$ cat src/rtl/fifo_sync_param.sv
// Parametrised single-clock FIFO with level, almost flags, sticky errors and flush.
// Define FIFO_FWFT_EN for first-word-fall-through reads; default is 1-cycle registered read.
module fifo_sync_param #(
  parameter int DATA_W   = 24,
  parameter int DEPTH    = 4,
  parameter int AF_LEVEL = 3,
  parameter int AE_LEVEL = 1
) (
  input  logic                   clk,
  input  logic                   reset,
  input  logic                   clear,
  input  logic [DATA_W-1:0]      data_in,
  input  logic                   push,
  input  logic                   pop,
  output logic [DATA_W-1:0]      data_out,
  output logic                   rd_valid,
  output logic [$clog2(DEPTH):0] level,
  output logic                   empty,
  output logic                   full,
  output logic                   almost_empty,
  output logic                   almost_full,
  output logic                   overflow,
  output logic                   underflow,
  input  logic                   err_clr
);

  localparam int AW = $clog2(DEPTH);
  localparam int LW = AW + 1;
  localparam logic [LW-1:0] LVL_ZERO = {LW{1'b0}};
  localparam logic [LW-1:0] LVL_ONE  = {{(LW-1){1'b0}}, 1'b1};
  localparam logic [LW-1:0] LVL_FULL = LW'(DEPTH);
  localparam logic [LW-1:0] LVL_AF   = LW'(AF_LEVEL);
  localparam logic [LW-1:0] LVL_AE   = LW'(AE_LEVEL);
  localparam logic [AW-1:0] PTR_ZERO = {AW{1'b0}};
  localparam logic [AW-1:0] PTR_ONE  = {{(AW-1){1'b0}}, 1'b1};

  logic [DATA_W-1:0] mem_q [DEPTH];
  logic [AW-1:0]     wr_ptr_q, wr_ptr_d, rd_ptr_q, rd_ptr_d;
  logic [LW-1:0]     level_q, level_d;
  logic              empty_q, empty_d, full_q, full_d;
  logic              ae_q, ae_d, af_q, af_d;
  logic              ovf_q, ovf_d, udf_q, udf_d;
  logic              pop_ok_s, push_ok_s, wr_en_s, rd_en_s;

  // Acceptance, next pointers/level, and flags derived from the next level
  always_comb begin
    pop_ok_s  = pop && (level_q != LVL_ZERO);
    push_ok_s = push && ((level_q != LVL_FULL) || pop_ok_s);
    wr_en_s   = push_ok_s && !clear;
    rd_en_s   = pop_ok_s && !clear;
    wr_ptr_d  = wr_ptr_q;
    rd_ptr_d  = rd_ptr_q;
    level_d   = level_q;
    if (clear) begin
      wr_ptr_d = PTR_ZERO;
      rd_ptr_d = PTR_ZERO;
      level_d  = LVL_ZERO;
    end else begin
      if (wr_en_s) begin
        wr_ptr_d = wr_ptr_q + PTR_ONE;
      end else begin
        wr_ptr_d = wr_ptr_q;
      end
      if (rd_en_s) begin
        rd_ptr_d = rd_ptr_q + PTR_ONE;
      end else begin
        rd_ptr_d = rd_ptr_q;
      end
      case ({push_ok_s, pop_ok_s})
        2'b10:   level_d = level_q + LVL_ONE;
        2'b01:   level_d = level_q - LVL_ONE;
        default: level_d = level_q;
      endcase
    end
    // A new error in the same cycle as err_clr must survive the clear
    ovf_d   = (ovf_q && !err_clr) || (!clear && push && !push_ok_s);
    udf_d   = (udf_q && !err_clr) || (!clear && pop && !pop_ok_s);
    empty_d = (level_d == LVL_ZERO);
    full_d  = (level_d == LVL_FULL);
    ae_d    = (level_d <= LVL_AE);
    af_d    = (level_d >= LVL_AF);
  end

  // Control state registers
  always_ff @(posedge clk or posedge reset) begin
    if (reset) begin
      wr_ptr_q <= PTR_ZERO;
      rd_ptr_q <= PTR_ZERO;
      level_q  <= LVL_ZERO;
      empty_q  <= 1'b1;
      full_q   <= 1'b0;
      ae_q     <= 1'b1;
      af_q     <= (LVL_AF == LVL_ZERO);
      ovf_q    <= 1'b0;
      udf_q    <= 1'b0;
    end else begin
      wr_ptr_q <= wr_ptr_d;
      rd_ptr_q <= rd_ptr_d;
      level_q  <= level_d;
      empty_q  <= empty_d;
      full_q   <= full_d;
      ae_q     <= ae_d;
      af_q     <= af_d;
      ovf_q    <= ovf_d;
      udf_q    <= udf_d;
    end
  end

  // Storage array, intentionally not reset
  always_ff @(posedge clk) begin
    if (wr_en_s) begin
      mem_q[wr_ptr_q] <= data_in;
    end
  end

`ifdef FIFO_FWFT_EN
  assign data_out = empty_q ? {DATA_W{1'b0}} : mem_q[rd_ptr_q];
  assign rd_valid = !empty_q;
`else
  logic [DATA_W-1:0] dout_q;
  logic              rd_valid_q;

  // Registered read port; the non-blocking read returns the old word on full push+pop
  always_ff @(posedge clk or posedge reset) begin
    if (reset) begin
      dout_q     <= {DATA_W{1'b0}};
      rd_valid_q <= 1'b0;
    end else begin
      if (rd_en_s) begin
        dout_q <= mem_q[rd_ptr_q];
      end
      rd_valid_q <= rd_en_s;
    end
  end

  assign data_out = dout_q;
  assign rd_valid = rd_valid_q;
`endif

  assign level        = level_q;
  assign empty        = empty_q;
  assign full         = full_q;
  assign almost_empty = ae_q;
  assign almost_full  = af_q;
  assign overflow     = ovf_q;
  assign underflow    = udf_q;

endmodule

$ cat config.mk
export PLATFORM = sky130hd
export DESIGN_NAME = fifo_sync_param
export DESIGN_NICKNAME = d
export VERILOG_FILES = /design/src/rtl/fifo_sync_param.sv
export SDC_FILE = /design/constraint.sdc
export NUM_CORES = 1
export LEC_CHECK = 0
export ABC_AREA = 1
export BUFFER_PORTS_ARGS = -buffer_cell sky130_fd_sc_hd__buf_2
export CORE_AREA = 2 2 105 107
export CTS_CLUSTER_SIZE = 25
export DETAILED_ROUTE_END_ITERATION = 16
export DIE_AREA = 0 0 107 109
export GPL_TIMING_DRIVEN = 0
export HOLD_SLACK_MARGIN = 0.15
export PLACE_DENSITY = 0.83
export SETUP_SLACK_MARGIN = 0.2
export SLEW_MARGIN = 10
export SYNTH_ARGS = -nofsm -noshare
export SYNTH_HDL_FRONTEND = slang
export SYNTH_SLANG_ARGS = --single-unit
export TNS_END_PERCENT = 30
$ cat constraint.sdc
create_clock -name clk -period 2 [get_ports clk]
set_input_delay 0.3 -clock clk [delete_from_list [all_inputs] [get_ports clk]]
set_output_delay 0.3 -clock clk [all_outputs]
set_load 0.02 [all_outputs]
==> impl_results.md, run 1 <==
- Die width: 107 um
- Starting Density: between 50 and 60%
- Top-area cell type share of the netlist area: between 50% and 60%
- Top cells by area, synth: edfxtp_1 (54%), dfrtp_1 (17%), mux2_4 (5.4%)
- Area growth, synth to finish: 31.93%
- Clock tree buffer depth: 2
- Die area: 0.01166 mm^2
- Pre-Repair DR Iteration Count: 5
- Root Buffer: clkbuf_8
- Remaining antenna violation count: 0
- Final Hold Fails: 0
- Vias in the first global route: between 3000 and 4000
- Top-count cell post-synth: edfxtp_1
- IO buf count: 63
- H-tree depth: 4
- Final setup violation count: 0
- Cell variety after synth: 30
- Initial drt markers: approximately 450
- Routed len/inst: between 15 and 20 um
- Multi-input gate area: between 0.001 and 0.0015 mm^2
- Seq cells post-synth: around 130
- CTS Buf Count: 17
- CP required: between 2000 and 2500 ps
- Placer's final routability congestion estimate: between 0.8 and 0.9
- Peak Freq: 563.7 MHz
- Post-Syn Nets: between 400 and 500
- Crit path time final: between 1500 and 2000 ps
- EDFF count, synth: 96
- CTS sink count: ~130
- Number of fill cells: roughly 700
- Avg Cell Area, Syn: approximately 14 um^2
- Die Ht: 109 um
- CP endpoint kind: register
- MaxCap Viol Count: 0
- Max incr delay on CP: around 470 ps
- Syn. warnings: 0
- Crit share post-route: between 80 and 90%
- Crit Path Class: reg2reg
- Largest net degree at the start of global routing: 33
- Worst clock skew: 10.70 ps
- DR DRC count: 0
- Gr usage total: about a quarter
- CTS tree: yes
- Via density: around 5.6
- Congestion Overflow GR: 0
- Via count: 3734
- Later-pin clock latency in the skew report: between 500 and 600 ps
- Outcome: completed
- Sequential-to-total area share from yosys stat: 71.99%
- Critical Path AT: approximately 2300 ps
- Post-Synthesis Cell Area: around 0.0053 mm^2
- CP max-delay cell: dfrtp_1
- Rows: 38
- Share of cells above drive strength 1: a little over a third
- Synthesized netlist cell count: about 380
- PD cells: 1259 mW/mm^2
- Worst slew pin tran: around 570 ps
- Register area: roughly 0.0038 mm^2
- Critical path cell sequence: inv_1 -> clkbuf_1 -> o21ai_0 -> o22ai_1 -> mux2_4
- Placement Cell Area: just under 0.006 mm^2
- First-pass GRT wire length: 19.64 mm
- Top_reg_cell synth: edfxtp_1
- Final #Nets: 550
- Largest area contributor in the netlist: edfxtp_1
- Slew headroom: 62.24%
- Leak pwr: ~2.8 nW
- Ant. Diodes: 0
- Max-slew violation count: 0
- Synth top cells by count: edfxtp_1 (96), nor2_1 (55), o21ai_0 (51), dfrtp_1 (36), o22ai_1 (25)
- Total power: between 8 and 9 mW
- Worst-path maximum fanout: 10
- Worst setup SP type: register
- Post-detail-place hpwl: 6.783 mm
- Final design area excluding fillers: roughly 0.0070 mm^2
- Unrepaired setup endpoints after global routing: true
- Core Region: roughly 0.011 mm^2
- Final WL: 12.82 mm
- Worst hold path type: in2async
- Initial antenna violation count: 0
- Boundary Pins: 64
- Max IR drop VDD: 682.9 uV
- Post-synth ARST share: 28.36%
- Clock Pin Slew Worst Setup and Hold Paths: roughly 60 ps
path summary, 6_finish.rpt:
kind	end	cells after the start	startpoint	slack (ps)
max in group asynchronous	empty$_DFF_PP1_	4	reset	1300
max reg2reg	data_out[19]$_DFFE_PP0P_	5	rd_ptr_q[1]$_DFFE_PP0P_	230
max	data_out[19]$_DFFE_PP0P_	5	rd_ptr_q[1]$_DFFE_PP0P_	230
min reg2reg	data_out[0]$_DFFE_PP0P_	1	data_out[0]$_DFFE_PP0P_	500
min	level[1]$_DFF_PP0_	3	reset	200
min in group clk	wr_ptr_q[0]$_DFFE_PP0P_	4	push	200
cell usage in the layout, fill, tap and decap left out, drive strengths merged, types with 5 or more instances in the layout:
cell,netlist,routed
nand3,16,16
nor2,59,63
dlygate4sd3,0,28
clkinv,0,5
clkbuf,11,33
o22ai,25,25
nand2,17,17
dfrtp,36,36
edfxtp,96,96
inv,23,23
mux2,24,24
buf,6,93
o21ai,51,51
power by group:
part | internal, mW | switching (mW)
Sequential | 3.39 | 0.212
Clock | 1.85 | 1.10
Combinational | 0.960 | 1.34
flip-flops by register name, indices dropped and copies added, names as in the netlist:
name	cells
underflow	1
data_out	24
mem_q	96
wr_ptr_q	2
almost_full	1
level	3
almost_empty	1
rd_ptr_q	2
overflow	1
full	1
empty	1
rd_valid	1
routing by layer:
| metal | track usage [%] | routed length, um | vias up |
|---|---|---|---|
| li1 | - | - | 1648 |
| met1 | 27.26 | 4767 | 1829 |
| met2 | 39.63 | 6528 | 207 |
| met3 | 6.754 | 1067 | 50 |
| met4 | 11.87 | 455 | 0 |
| met5 | 0 | 0 | - |
final cells by class:
type,instances,area share [%]
Buffer,17,1.442
Clock buffer,22,6.585
Clock inverter,9,1.442
Inverter,23,1.228
Multi-Input combinational cell,207,20.29
Sequential cell,134,54.60
Tap cell,140,2.492
Timing Repair Buffer,115,11.92
per-stage QoR:
stage | hold WS, ps | TNS, ps | instances | util [%] | worst slack, ps
6_report | 201.3 | 0 | 667 | 66.31 | 226.0
4_1_cts | 160.1 | 0 | 658 | 65.32 | 45.19
5_1_grt | 216.1 | 0 | 667 | 66.31 | 118.2
3_3_place_gp | 484.8 | -40310 | 580 | 54.98 | -436.3
2_1_floorplan | 398.9 | 0 | 377 | - | 2.586
3_5_place_dp | 211.1 | -13030 | 581 | 55.36 | -150.4
repair_timing:
action / CTS / global route
pin swaps: 9 / 10
resized for setup: 7 / 12
setup buffers: 14 / 9
setup endpoints to repair: 102 / 103
cloned: 4 / 0
endpoints found under the hold margin: 137 / 0
hold buffers: 28 / 0
critical path: cells and delay by family, from the launching register on:
family          cells  cell delay (ps)
compound gates      2              410
flops               1              470
mux                 1              190
buf+inv             2              650
kinds of logic after synthesis:
family	share of synthesized area, %
AND/OR/NAND/NOR	8.429
adder cells (fa/ha/maj)	1.315
AO/OA/AOI/OAI	8.335
buffers and inverters	3.522
multiplexers	6.410
flip-flops	71.99
Power figures use the tool's default switching activity.
==> inputs of run 2 (changes only) <==
--- a/config.mk
+++ b/config.mk
@@ -5,12 +5,11 @@
 export SDC_FILE = /design/constraint.sdc
 export NUM_CORES = 1
 export LEC_CHECK = 0
-export ABC_AREA = 1
 export BUFFER_PORTS_ARGS = -buffer_cell sky130_fd_sc_hd__buf_2
-export CORE_AREA = 2 2 105 107
+export CORE_AREA = 2 2 104 106
 export CTS_CLUSTER_SIZE = 25
 export DETAILED_ROUTE_END_ITERATION = 16
-export DIE_AREA = 0 0 107 109
+export DIE_AREA = 0 0 106 108
 export GPL_TIMING_DRIVEN = 0
 export HOLD_SLACK_MARGIN = 0.15
 export PLACE_DENSITY = 0.83
==> run 2 against run 1 <==
The flow now finishes with violations (setup timing). Global-route usage decreased by 4.8 points. Worst setup slack got worse by 630 ps. Count of clock-buffer cells in the layout decreased by 3. Cell area decreased by 2.4%. Combinational power decreased by 25%. Critical path depth increased by 5. Clock skew decreased by 2.4 ps. Sequential share of layout area increased by 1.4 points. Largest power group unchanged.
==> impl_results.md, run 2 <==
- Sequential-to-total area share from yosys stat: 72.98% (+0.99 points)
- Final WL: 10.39 mm (-19%)
- Final setup violation count: 101 (+101)
- Critical Path AT: 2840 ps (+590 ps)
- Clock tree buffer depth: 2 (unchanged)
- Peak Freq: 415.8 MHz (-26%)
- Worst setup SP type: register
- Largest net degree at the start of global routing: 25 (-24%)
- First-pass GRT wire length: 15.53 mm (-21%)
- EDFF count, synth: 96 (unchanged)
- Via density: 5.405 (-3.4%)
- Congestion Overflow GR: 0 (unchanged)
- Die width: 106 um (-0.93%)
- Top-count cell post-synth: edfxtp_1
- Rows: 37 (-2.6%)
- Slew headroom: 59.10% (-3.1 points)
- Crit share post-route: 120.3% (+32 points)
- Post-detail-place hpwl: 5.691 mm (-16%)
- Largest area contributor in the netlist: edfxtp_1
- Largest register FFs: 96 (unchanged)
- Synth top cells by count: edfxtp_1 (96), dfrtp_1 (36), mux4_2 (24), mux2_4 (19), nor2_1 (7)
- PD cells: 1238 mW/mm^2 (-1.7%)
- Initial antenna violation count: 0 (unchanged)
- Pre-Repair DR Iteration Count: 4 (-1)
- H-tree depth: 4 (unchanged)
- Boundary Pins: 64 (unchanged)
- Routed len/inst: 19.67 um (+2.3%)
- Failing checks: setup timing
- Worst-path maximum fanout: 2 (-8)
- Worst clock skew: 8.293 ps (-2.403 ps)
- CTS Buf Count: 17 (unchanged)
- Crit path time final: 2405 ps (+631.1 ps)
- Root Buffer: clkbuf_8
- Top cells by area, synth: edfxtp_1 (55%), dfrtp_1 (17%), mux4_2 (10%)
- Starting Density: 51.38% (+1.1 points)
- Die Ht: 108 um (-0.92%)
- Number of fill cells: 652 (-7.9%)
- IO buf count: 63 (unchanged)
- Final #Nets: 414 (-25%)
- Area growth, synth to finish: 30.56%
- Post-synth ARST share: 28.36% (unchanged)
- Clock Pin Slew Worst Setup and Hold Paths: 60 ps (about the same)
- Avg Cell Area, Syn: 20.53 um^2 (+45%)
- Hold slack: 329.5 ps (+128.2 ps)
- Vias in the first global route: 2979 (-21%)
- Seq cells post-synth: 134 (unchanged)
- Leak pwr: 2.628 nW (-5.7%)
- Die area: 0.01145 mm^2 (-1.8%)
- Crit Path Class: reg2reg
- Most common cell after layout, fill and taps aside: edfxtp_1
- CTS tree: yes
- Post-Synthesis Cell Area: 0.005256 mm^2 (-1.4%)
- Syn. warnings: 0 (unchanged)
- Unrepaired setup endpoints after global routing: true
- Synthesized netlist cell count: 256 (-32%)
- Setup TNS Final: -9410 ps (-9410 ps)
- Final worst slack: -405.1 ps (-631.1 ps)
- Post-Syn Nets: 291 (-29%)
- Worst slew pin tran: 613.5 ps (+47.05 ps)
- Worst hold path type: in2async
- Via count: 2854 (-24%)
- Initial drt markers: 174 (-61%)
- Remaining antenna violation count: 0 (unchanged)
- Top-area cell type share of the netlist area: 54.84% (+0.75 points)
- Biggest register: mem_q
- CTS sink count: 134 (unchanged)
- Most frequent cells in the layout: edfxtp_1 (96), buf_2 (67), dfrtp_1 (33)
- DR DRC count: 0 (unchanged)
- CP endpoint kind: register
- Core Region: 0.01023 mm^2 (-3.5%)
- Max-slew violation count: 0 (unchanged)
- CP required: 2440 ps (-30 ps)
- Top_reg_cell synth: edfxtp_1
- Gr usage total: 18.60% (-4.8 points)
- Ant. Diodes: 0 (unchanged)
- Max IR drop VDD: 875.8 uV (+28%)
- Share of cells above drive strength 1: 49.74% (+15 points)
- Total power: 8.498 mW (-4.0%)
- Placer's final routability congestion estimate: 0.7741 (-12%)
- Outcome: finished, violations left
- Final Hold Fails: 0 (unchanged)
- Cell variety after synth: 43 (+43%)
- Later-pin clock latency in the skew report: 520 ps (about the same)
- MaxCap Viol Count: 0 (unchanged)
==> run 2: changes by cell type after synthesis, sizes merged, moves of 4 or more <==
cell / delta
o21ai: -48
inv: -17
mux4: +24
nand2: -13
nor2: -52
nor3b: +4
clkbuf: -9
xor2: +4
nand3: -15
o22ai: -24
buf: +4
and2: +4
==> run 2: final cells by class <==
| type | instances | area, um^2 | share of cell area (%) |
|---|---|---|---|
| flip-flops and latches | 134 | 3840 | 55.95 |
| well taps | 136 | 170.2 | 2.479 |
| repair buffers | 102 | 699.4 | 10.19 |
| plain buffers | 12 | 91.34 | 1.331 |
| multi-input cells | 106 | 1414 | 20.60 |
| clock inverters | 13 | 193.9 | 2.826 |
| inverters | 6 | 22.52 | 0.3282 |
| clock buffers | 19 | 431.7 | 6.290 |
==> run 2: per-stage QoR <==
stage / cell area [um^2] / instances / util (%) / worst slack (ps)
after floorplan: 5281 / 256 / - / -311.5
after global placement: 5767 / 455 / 56.37 / -573.2
after detailed placement: 5794 / 456 / 56.63 / -586.8
after CTS: 6748 / 520 / 65.95 / -418.5
after global routing: 6863 / 528 / 67.08 / -494.8
final: 6863 / 528 / 67.08 / -405.1
==> run 2: metal layers <==
metal	global-route usage [%]	vias up	part of all wire [%]
met1	22.99	1476	41
li1	-	1264	-
met3	4.581	18	5.0
met4	7.707	0	1.7
met2	31.80	96	52
met5	0	-	0
==> run 2: path summary, 6_finish.rpt <==
path | startpoint | endpoint | slack (ps) | cells past startpoint
min reg2reg | data_out[10]$_DFFE_PP0P_ | data_out[10]$_DFFE_PP0P_ | 500 | 1
max | level[2]$_DFF_PP0_ | empty$_DFF_PP1_ | -410 | 10
max reg2reg | level[2]$_DFF_PP0_ | empty$_DFF_PP1_ | -410 | 10
min in group clk | push | almost_empty$_DFF_PP1_ | 360 | 4
min | reset | data_out[15]$_DFFE_PP0P_ | 330 | 3
max in group asynchronous | reset | almost_empty$_DFF_PP1_ | 1140 | 4
==> run 2: cells by family (layout without fill, tap and decap cells) <==
group / after synthesis / in the layout / share of synthesized area [%]
flops: 134 / 134 / 72.98
mux: 50 / 50 / 17.16
simple gates: 29 / 31 / 3.380
buf+inv: 18 / 152 / 2.023
compound gates: 15 / 15 / 2.285
fa+ha+maj: 5 / 5 / 1.333
xor+xnor: 5 / 5 / 0.8331
==> run 2: where the power goes <==
group          leakage (nW)  switching, mW  total (mW)  internal (mW)
Sequential             1.34          0.191        3.53           3.34
Combinational         0.989          0.884        1.73          0.843
Clock                 0.304           1.17        3.24           2.08
Total                  2.63           2.24        8.50           6.26
==> run 2: timing repair <==
| item | in CTS | in global routing |
|---|---|---|
| resized for setup | 9 | 14 |
| setup buffers | 5 | 6 |
| endpoints found under the hold margin | 136 | 0 |
| endpoints found under the setup margin | 121 | 123 |
| cloned | 0 | 2 |
| hold buffers | 27 | 0 |
| pin swaps | 4 | 10 |
==> run 2: critical path: stages (launching register included) <==
cell and delay [ps]:
dfrtp_2 410, buf_6 120, or3_4 340, nand2_4 100, nor2_4 40, fa_2 560, o21ai_2 60, a31oi_2 190
o221ai_2 130, a21o_1 220, nor2b_2 150
